--- src/rtl/id_ex_stage.sv ---
// ID/EX pipeline register for the 5-stage RV32I core: latches decode state into E,
// applies RAW forwarding to the ALU operands, detects load-use hazards and counts bubbles.
module id_ex_stage #(
    parameter int XLEN  = 32,
    parameter int CNT_W = 16
) (
    input  logic             clk,
    input  logic             rst,
    input  logic [4:0]       rs1_D,
    input  logic [4:0]       rs2_D,
    input  logic [4:0]       rd_D,
    input  logic [XLEN-1:0]  rd1_D,
    input  logic [XLEN-1:0]  rd2_D,
    input  logic [XLEN-1:0]  imm_D,
    input  logic [XLEN-1:0]  pc_D,
    input  logic             reg_wr_D,
    input  logic             mem_wr_D,
    input  logic             alu_src_D,
    input  logic             branch_D,
    input  logic             jump_D,
    input  logic [1:0]       result_src_D,
    input  logic [3:0]       alu_ctrl_D,
    input  logic             flush_E,
    input  logic             stall_E,
    input  logic [1:0]       forwardAE,
    input  logic [1:0]       forwardBE,
    input  logic [XLEN-1:0]  alu_result_M,
    input  logic [XLEN-1:0]  result_W,
    output logic [4:0]       rs1_E,
    output logic [4:0]       rs2_E,
    output logic [4:0]       rd_E,
    output logic [XLEN-1:0]  pc_E,
    output logic [XLEN-1:0]  imm_E,
    output logic             reg_wr_E,
    output logic             mem_wr_E,
    output logic             branch_E,
    output logic             jump_E,
    output logic [1:0]       result_src_E,
    output logic [3:0]       alu_ctrl_E,
    output logic [XLEN-1:0]  src_a_E,
    output logic [XLEN-1:0]  src_b_E,
    output logic [XLEN-1:0]  write_data_E,
    output logic             lw_stall,
    output logic [CNT_W-1:0] bubble_cnt
);

    typedef struct packed {
        logic [4:0]      rs1;
        logic [4:0]      rs2;
        logic [4:0]      rd;
        logic [XLEN-1:0] rd1;
        logic [XLEN-1:0] rd2;
        logic [XLEN-1:0] imm;
        logic [XLEN-1:0] pc;
        logic            reg_wr;
        logic            mem_wr;
        logic            alu_src;
        logic            branch;
        logic            jump;
        logic [1:0]      result_src;
        logic [3:0]      alu_ctrl;
    } ex_regs_t;

    ex_regs_t d_regs, e_regs;
    logic     bubble;

    assign d_regs = '{rs1: rs1_D, rs2: rs2_D, rd: rd_D, rd1: rd1_D, rd2: rd2_D,
                      imm: imm_D, pc: pc_D, reg_wr: reg_wr_D, mem_wr: mem_wr_D,
                      alu_src: alu_src_D, branch: branch_D, jump: jump_D,
                      result_src: result_src_D, alu_ctrl: alu_ctrl_D};

    // A held E stage cannot take a bubble, so the hazard is masked while stalled.
    assign lw_stall = !stall_E && (e_regs.result_src == 2'b01) && (e_regs.rd != 5'd0) &&
                      ((rs1_D == e_regs.rd) || (rs2_D == e_regs.rd));
    assign bubble   = flush_E || lw_stall;

    always_ff @(posedge clk or posedge rst) begin
        if (rst)
            e_regs <= '0;
        else if (!stall_E) begin
            if (bubble)
                e_regs <= '0;
            else
                e_regs <= d_regs;
        end
    end

    always_ff @(posedge clk or posedge rst) begin
        if (rst)
            bubble_cnt <= '0;
        else if (!stall_E && bubble && (bubble_cnt != {CNT_W{1'b1}}))
            bubble_cnt <= bubble_cnt + 1'b1;
    end

    function automatic logic [XLEN-1:0] fwd_sel(input logic [1:0] sel,
                                                input logic [XLEN-1:0] rf,
                                                input logic [XLEN-1:0] m_val,
                                                input logic [XLEN-1:0] w_val);
        case (sel)
            2'b01:   fwd_sel = w_val;
            2'b11:   fwd_sel = m_val;
            default: fwd_sel = rf;
        endcase
    endfunction

    assign src_a_E      = fwd_sel(forwardAE, e_regs.rd1, alu_result_M, result_W);
    assign write_data_E = fwd_sel(forwardBE, e_regs.rd2, alu_result_M, result_W);
    assign src_b_E      = e_regs.alu_src ? e_regs.imm : write_data_E;

    assign rs1_E        = e_regs.rs1;
    assign rs2_E        = e_regs.rs2;
    assign rd_E         = e_regs.rd;
    assign pc_E         = e_regs.pc;
    assign imm_E        = e_regs.imm;
    assign reg_wr_E     = e_regs.reg_wr;
    assign mem_wr_E     = e_regs.mem_wr;
    assign branch_E     = e_regs.branch;
    assign jump_E       = e_regs.jump;
    assign result_src_E = e_regs.result_src;
    assign alu_ctrl_E   = e_regs.alu_ctrl;

endmodule

--- config.mk ---
export PLATFORM = sky130hd
export DESIGN_NAME = id_ex_stage
export DESIGN_NICKNAME = d
export VERILOG_FILES = /design/src/rtl/id_ex_stage.sv
export SDC_FILE = /design/constraint.sdc
export NUM_CORES = 1
export LEC_CHECK = 0
export CAP_MARGIN = 20
export CORE_AREA = 2 2 168 170
export CTS_BUF_LIST = sky130_fd_sc_hd__clkbuf_8
export DETAILED_ROUTE_END_ITERATION = 12
export DIE_AREA = 0 0 170 172
export DONT_BUFFER_PORTS = 1
export PLACE_DENSITY_LB_ADDON = 0.15
export SYNTH_ARGS = -nofsm -noshare
export SYNTH_HDL_FRONTEND = slang
export SYNTH_SLANG_ARGS = --single-unit
--- constraint.sdc ---
create_clock -name clk -period 7.7 [get_ports clk]
set_input_delay 1.54 -clock clk [delete_from_list [all_inputs] [get_ports clk]]
set_output_delay 1.54 -clock clk [all_outputs]
set_load 0.005 [all_outputs]
==> results of run 1 <==
==> power by group <==
| part | internal [mW] | switching (mW) | total [mW] |
|---|---|---|---|
| sequential | 0.972 | 0.0879 | 1.06 |
| combinational | 0.110 | 0.155 | 0.264 |
| clock | 0.248 | 0.410 | 0.659 |
==> layer usage <==
metal,vias to the layer above,wire (um),GRT usage (%)
li1,3250,-,-
met1,3238,12670,24.97
met2,286,12950,28.70
met3,18,2379,5.928
met4,2,332,4.794
met5,-,16,0
==> final timing paths <==
check,cells past startpoint,end
worst min register to register,2,e_regs[119]$_DFFE_PP0N_
max in group asynchronous,2,e_regs[75]$_DFFE_PP0N_
min in group asynchronous,1,pc_E[20]$_DFFE_PP0N_
worst max register to register,6,bubble_cnt[1]$_DFFE_PP0P_
worst min-delay path,2,e_regs[119]$_DFFE_PP0N_
worst max-delay path,3,src_b_E[26]
==> final cells by class <==
class                           count  area, um2
Antenna cell                        1      2.502
Clock buffer                       17      234.0
Clock inverter                     15      177.7
Fill cell                        2927      18230
Inverter                            1      8.758
Multi-Input combinational cell    759       4100
Sequential cell                   170       4254
Tap cell                          346      432.9
Timing Repair Buffer                3      35.03
==> worst min-delay path: stages (launching register included) <==
cell and delay [ns]:
dfrtp_1 0.36, nand2_1 0.05, o21ai_1 0.06
==> cell families after synthesis <==
logic type | count (synthesis) | synth area share (%)
AND/OR/NAND/NOR | 414 | 18.23
adder cells (fa/ha/maj) | 1 | 0.1322
XOR/XNOR | 25 | 2.314
AO/OA/AOI/OAI | 222 | 11.89
multiplexers | 97 | 10.70
buffers and inverters | 168 | 11.79
flip-flops | 170 | 44.95
==> cell usage in the layout (no fill, tap or decap), types with 5 or more instances in the layout <==
cell type  synthesis  layout
nand2_1          311     311
dfrtp_1          170     170
o21ai_1          151     151
nor2_1            67      67
mux2i_1           64      64
a21oi_1           64      64
mux2_2            33      33
xor2_1            25      25
clkbuf_8           0      17
nor4_2             9       9
clkinv_8           0       6
nor3_1             5       5
inv_6              0       5
==> sequential cells by signal, summed over array words and instances (netlist names) <==
name and cells:
alu_ctrl_E 4, branch_E 1, bubble_cnt 16, e_regs 65
imm_E 32, jump_E 1, mem_wr_E 1, pc_E 32
rd_E 5, reg_wr_E 1, result_src_E 2, rs1_E 5
rs2_E 5
==> through the flow <==
step	hold slack (ns)	utilization, %	cell area [um2]	cells	setup WS (ns)
2_1_floorplan	0.4542	-	9464	1097	1.557
3_3_place_gp	0.4733	32.14	8831	1279	3.799
3_5_place_dp	0.4786	32.14	8831	1279	3.815
4_1_cts	0.5020	33.64	9243	1311	3.806
5_1_grt	0.5266	33.64	9243	1311	3.792
6_report	0.4983	33.65	9245	1312	3.767
==> results.cfg, run 1 <==
[sta]
finalCritPeriodShare_pct = 51.08
final.setup.tns_ns = 0
period_needed_ns = 3.933
tightest_slew_ns = 0.9984
slew_viol_final = 0
fmax_mhz = 254.3
worst_clock_skew_ns = 0.03060
rsz0062_at_grt = no
hold_viol = 0
maxSlewHeadroom_pct = 33.44
setup_viol = 0

[global_route]
grt_use_total_pct = 18.48
grt_max_degree = 325
overflow = 0
grt_pass1_wl_mm = 40.77
antenna_found_initial = 2
grt_pass1_vias = 6378

[detailed_routing]
wl_per_cell_um = 21.61
ant_nets = 0
drtIter0Drc = 569
drt_wl_total_mm = 28.35
dr.pass1.iters = 5
vias = 6794
drc_errors = 0
vias_per_cell = 5.178

[synth]
ys_ff_latch = 170
synth_top_area_share_pct = 44.95
ys_seq_area_share_pct = 44.95
async_reset_ff_share_pct = 100.0
synth_top_cell_by_area = dfrtp_1
synth.most_common_cell = nand2_1
synth_flop_cell = dfrtp_1
synth.area.top_cells = dfrtp_1, nand2_1, o21ai_1
ys_warn_count = 0
synth_cell_type_count = 38
synthCells = 1097
synthTopCellsByCount = nand2_1, dfrtp_1, o21ai_1
synth_edf_count = 0
syn_avg_cell_area_um2 = 8.627
syn-num-nets = 1324
syn_area_um2 = 9464

[clocking]
cts_tree = built
cts.repair.resized = 0
clock_latency_ns = 0.47
postCtsSetupRepairBufs = 0
root_buffer = clkbuf_8
cts.path.max_buffers = 2
numCtsBuffers = 17
htree_levels = 4
ctsHoldBuffers = 0
path_clk_slew_ns = 0.10
clkSinkCount = 170

[place]
gp_congestion = 0.7826
hpwl_mm = 19.59
numPortBuffers = 0

[outcome]
status = finished clean

[floorplan]
die_w_um = 170
die_h_um = 172
rows = 61
io_pins = 428
dieArea_um2 = 29240
core_area_um2 = 27480
start_util_pct = 34.44

[critical_path]
crit_chain = mux2i_1 -> a21oi_1 -> mux2_2
regToRegSetupSlack_ns = 4.84
r2r_start = rd_E[1]$_DFFE_PP0N_
worstSetupStartpointType = input pin
cp_top_family = compound AO/OA/AOI/OAI gates
slowest_stage = a21oi_1
worst_ep_required_time_ns = 6.16
worst-path-buf-inv = 0
cpPeakStageDelay_ns = 0.46
worstSetupPathType = in -> out
end_kind = output port
crit_fanout = 32
crit_start = forwardBE[1]
arrival_ns = 2.39

[power_and_ir_drop]
peakVddDrop_v = 0.00008637
p_leak_nw = 4.164
power_density_nw_per_um2 = 214.5
total_power_mw = 1.983

[layout]
layout.nets = 1179
area_delta_synth_final_pct = -2.314
drive_gt1_share_pct = 8.705

[flow_run]
max_cap_violations = 0

[min_path]
hold_class = reg -> reg
worstHoldStart = e_regs[119]$_DFFE_PP0N_
Note: power is estimated with default switching activity, not from simulation.
==> run 2: changes to the inputs <==
==> constraint.sdc (replaced) <==
create_clock -name clk -period 3.4 [get_ports clk]
set_input_delay 0.68 -clock clk [delete_from_list [all_inputs] [get_ports clk]]
set_output_delay 0.68 -clock clk [all_outputs]
set_load 0.005 [all_outputs]
==> results.cfg, run 2 (synthesis gave the netlist of run 1 again) <==
[clocking]
cts.path.max_buffers = 2
postCtsSetupRepairBufs = 0
path_clk_slew_ns = 0.11
numCtsBuffers = 17
htree_levels = 4
root_buffer = clkbuf_8
cts_tree = built
clkSinkCount = 170
ctsHoldBuffers = 0
cts.repair.resized = 0
clock_latency_ns = 0.46

[sta]
maxSlewHeadroom_pct = 49.98
tightest_slew_ns = 0.7487
worst_clock_skew_ns = 0.01667
slew_viol_final = 0
period_needed_ns = 2.621
setup_viol = 0
final.setup.tns_ns = 0
fin_ws_ns = 0.7786
rsz0062_at_grt = no
finalCritPeriodShare_pct = 77.10
hold_viol = 0
fmax_mhz = 381.5

[layout]
largest_reg_flops = 65
drive_gt1_share_pct = 9.362
seq_area_um2 = 4254
top_register = e_regs
final_cell_mix = nand2_1, dfrtp_1, o21ai_1, nor2_1
nFillCells = 2919
utilization_pct = 33.94
area_delta_synth_final_pct = -1.468
layout_commonest_cell = nand2_1
multiInputGateArea_um2 = 4100
layout.nets = 1186

[detailed_routing]
vias = 6851
dr.pass1.iters = 5
wl_per_cell_um = 21.83
vias_per_cell = 5.194
drt_wl_total_mm = 28.80
ant_nets = 0
drtIter0Drc = 507
drc_errors = 0

[power_and_ir_drop]
peakVddDrop_v = 0.0002391
total_power_mw = 4.566
power_frac_comb_pct = 13.5
clockPowerShare_pct = 33.9
p_leak_nw = 4.204
swShare_pct = 30.35
power.share.sequential_pct = 52.6
netSwitchingPower_mw = 1.386
p_int_mw = 3.180
power_density_nw_per_um2 = 489.6

[floorplan]
rows = 61
die_w_um = 170
start_util_pct = 34.44
io_pins = 428
dieArea_um2 = 29240
die_h_um = 172
core_area_um2 = 27480

[global_route]
antenna_found_initial = 3
overflow = 0
grt_pass1_vias = 6672
grt_max_degree = 325
grt_use_total_pct = 18.89
grt_pass1_wl_mm = 41.34

[critical_path]
worstSetupPathType = reg -> reg
r2r_start = rd_E[1]$_DFFE_PP0N_
end_kind = flip-flop
crit_start = rd_E[1]$_DFFE_PP0N_
crit_end = e_regs[78]$_DFFE_PP0N_
regToRegSetupSlack_ns = 0.78
worstSetupStartpointType = flip-flop
arrival_ns = 3.00
worst_ep_required_time_ns = 3.78
timing.rr.end = e_regs[78]$_DFFE_PP0N_
crit_fanout = 99
r2r_cells = 6

[min_path]
hold_class = in -> async

[place]
dp_slack_ns = 0.7788
numPortBuffers = 0
hpwl_mm = 19.98
gp_congestion = 0.8310

[outcome]
status = finished clean

[flow_run]
max_cap_violations = 0
==> run 2: cell type report <==
cell class              instances  share of cell area [%]
diodes                          1                 0.02683
clock buffers                  20                   2.952
clock inverters                12                   1.503
inverters                       1                 0.08050
multi-input cells             759                   43.97
flip-flops and latches        170                   45.62
well taps                     346                   4.642
repair buffers                 10                   1.208
==> run 2: worst min path at each step <==
stage                                       start                       to  cells past startpoint
after floorplan              pc_E[18]$_DFFE_PP0N_     pc_E[18]$_DFFE_PP0N_                      2
after global placement    e_regs[110]$_DFFE_PP0N_  e_regs[110]$_DFFE_PP0N_                      2
after detailed placement   e_regs[98]$_DFFE_PP0N_   e_regs[98]$_DFFE_PP0N_                      2
after CTS                                     rst   e_regs[91]$_DFFE_PP0N_                      1
after global routing                          rst   e_regs[91]$_DFFE_PP0N_                      1
final                                         rst  e_regs[123]$_DFFE_PP0N_                      1
==> run 2: power by group through the flow <==
stage / combinational [mW] / sequential, mW / clock [mW]
after floorplan: 0.710 / 2.36 / 0
after global placement: 0.617 / 2.44 / 0
after detailed placement: 0.627 / 2.44 / 0
after CTS: 0.627 / 2.41 / 1.61
after global routing: 0.699 / 2.44 / 1.70
final: 0.616 / 2.40 / 1.55
==> run 2: through the flow <==
step	instances	area (um2)	hold slack [ns]
detailed placement	1286	8907	0.4785
CTS	1318	9323	0.1878
finish	1319	9325	0.2003
global placement	1286	8907	0.4732
floorplan	1097	9468	0.4542
global route	1318	9323	0.2032
==> run 2: critical path: stages (launching register included) <==
cell     delay, ns
dfrtp_1       0.48
or4_1         0.57
o21ai_1       0.21
o21ba_4       0.46
buf_12        0.39
nand2_1       0.13
o21ai_1       0.15
==> run 2: metal layers <==
metal	routed length, um	global-route usage [%]	share of wire, %
met5	22	0	0.076
met4	578	6.429	2.0
met3	2656	6.661	9.2
met2	13050	29.07	45
met1	12500	24.76	43
==> run 3: changes to the inputs <==
==> constraint.sdc (replaced) <==
create_clock -name clk -period 2.2 [get_ports clk]
set_input_delay 0.44 -clock clk [delete_from_list [all_inputs] [get_ports clk]]
set_output_delay 0.44 -clock clk [all_outputs]
set_load 0.005 [all_outputs]
==> results.cfg, run 3 (synthesis gave the netlist of run 1 again) <==
[outcome]
status = finished clean

[detailed_routing]
drtIter0Drc = 490
drt_wl_total_mm = 29.33
vias_per_cell = 5.094
vias = 6872
wl_per_cell_um = 21.74
drc_errors = 0
dr.pass1.iters = 5
ant_nets = 0

[floorplan]
core_area_um2 = 27480
rows = 61
die_h_um = 172
io_pins = 428
dieArea_um2 = 29240
start_util_pct = 34.44
die_w_um = 170

[layout]
nFillCells = 2911
layout_commonest_cell = nand2_1
drive_gt1_share_pct = 12.81
top_register = e_regs
largest_reg_flops = 65
stdcell_count = 1349
area_delta_synth_final_pct = 2.948
final_cell_mix = nand2_1, dfrtp_1, o21ai_1, nor2_1
layout.nets = 1213

[sta]
rsz0062_at_grt = yes
hold_viol = 0
finalCritPeriodShare_pct = 98.85
slew_viol_final = 0
worst_clock_skew_ns = 0.03224
maxSlewHeadroom_pct = 67.19
tightest_slew_ns = 0.4784
period_needed_ns = 2.175
fin_ws_ns = 0.02523
fmax_mhz = 459.8
setup_viol = 0

[critical_path]
crit_start = rd_E[1]$_DFFE_PP0N_
crit_fanout = 4
crit_end = lw_stall
regToRegSetupSlack_ns = 0.08
end_kind = output port
timing.rr.end = bubble_cnt[10]$_DFFE_PP0P_
worstSetupStartpointType = flip-flop
arrival_ns = 1.73
worstSetupPathType = reg -> out
r2r_start = rd_E[1]$_DFFE_PP0N_
r2r_cells = 7
worst_ep_required_time_ns = 1.76

[global_route]
grt-busiest-layer = met2
grt_max_degree = 325
use_met1_pct = 24.64
antenna_found_initial = 6
grt_use_met2_pct = 29.19
grt_pass1_wl_mm = 41.25
grt_use_total_pct = 18.59
grt_pass1_vias = 6814
met3_usage_pct = 7.004
overflow = 0

[power_and_ir_drop]
power_density_nw_per_um2 = 728.4
netSwitchingPower_mw = 2.339
swShare_pct = 32.96
peakVddDrop_v = 0.0003599
p_int_mw = 4.758
p_leak_nw = 4.405
clockPowerShare_pct = 32.5
power.share.sequential_pct = 51.8
power_frac_comb_pct = 15.8

[place]
hpwl_mm = 20.44
numPortBuffers = 0
dp_cells = 1301
gp_congestion = 0.8278
dp_slack_ns = 0.01695

[clocking]
clkSinkCount = 170
cts.path.max_buffers = 2
htree_levels = 4
path_clk_slew_ns = 0.13
cts_tree = built
numCtsBuffers = 17
root_buffer = clkbuf_8
clock_latency_ns = 0.47

[min_path]
hold_class = in -> reg

[flow_run]
max_cap_violations = 0
run 3: changes by cell type in the layout (fill, tap and decap cells not counted), moves of 3 or more:
cell	previous run	this run
buf_6	0	3
o21ai_2	0	3
clkinv_8	0	6
buf_12	3	8
inv_6	1	4
clkbuf_16	0	3
diode_2	1	4
clkbuf_8	20	17
buf_4	7	21
run 3: final cells by class:
type,count,area (um2),share of cell area (%)
Sequential cell,170,4255,43.68
Multi-Input combinational cell,759,4174,42.84
Tap cell,346,432.9,4.443
Clock buffer,17,234.0,2.401
Antenna cell,4,10.01,0.1027
Inverter,1,7.507,0.07705
Timing Repair Buffer,37,451.7,4.636
Clock inverter,15,177.7,1.824
run 3: repair_timing:
action	CTS	global route
hold endpoints to repair	9	0
resized for setup	2	20
pin swaps	0	1
hold buffers	1	0
setup endpoints to repair	4	49
buffers inserted	1	7
cloned	0	3
run 3: how the worst min path moves through the flow:
stage | from | slack [ns] | cells after the start | end
after floorplan | pc_E[18]$_DFFE_PP0N_ | 0.45 | 2 | pc_E[18]$_DFFE_PP0N_
after global placement | rst | 0.29 | 1 | imm_E[24]$_DFFE_PP0N_
after detailed placement | rst | 0.29 | 1 | imm_E[24]$_DFFE_PP0N_
after CTS | stall_E | 0.03 | 1 | pc_E[1]$_DFFE_PP0N_
after global routing | stall_E | 0.01 | 1 | pc_E[0]$_DFFE_PP0N_
final | stall_E | 0.07 | 1 | pc_E[5]$_DFFE_PP0N_
run 3: metrics by stage:
stage                     setup TNS, ns  util [%]  hold slack, ns  power (mW)  area [um2]
after CTS                      -0.01094     34.60         0.03367       7.150        9508
after global routing            -0.1258     35.42         0.01410       7.485        9733
after floorplan                  -69.48         -          0.4542       4.747        9468
after detailed placement              0     33.01          0.2891       4.810        9070
after global placement                0     33.01          0.2900       4.796        9070
final                                 0     35.46         0.06808       7.097        9743
run 3: layer usage:
metal / part of all wire [%] / up-vias
met4: 0.93 / 4
met3: 9.0 / 20
li1: - / 3322
met2: 47 / 278
met1: 43 / 3248
met5: 0.10 / -
run 3: critical path, cell delays in order, from the launching register on:
cell and delay (ns):
dfrtp_1 0.45, or4_4 0.57, o21ai_4 0.18, nor2_2 0.07
run 3: power groups by stage:
stage | clock network, mW | logic, mW | registers (mW)
after global routing | 2.51 | 1.25 | 3.72
final | 2.30 | 1.12 | 3.67
after floorplan | 0 | 1.10 | 3.65
after CTS | 2.39 | 1.08 | 3.68
after global placement | 0 | 1.06 | 3.73
after detailed placement | 0 | 1.07 | 3.74
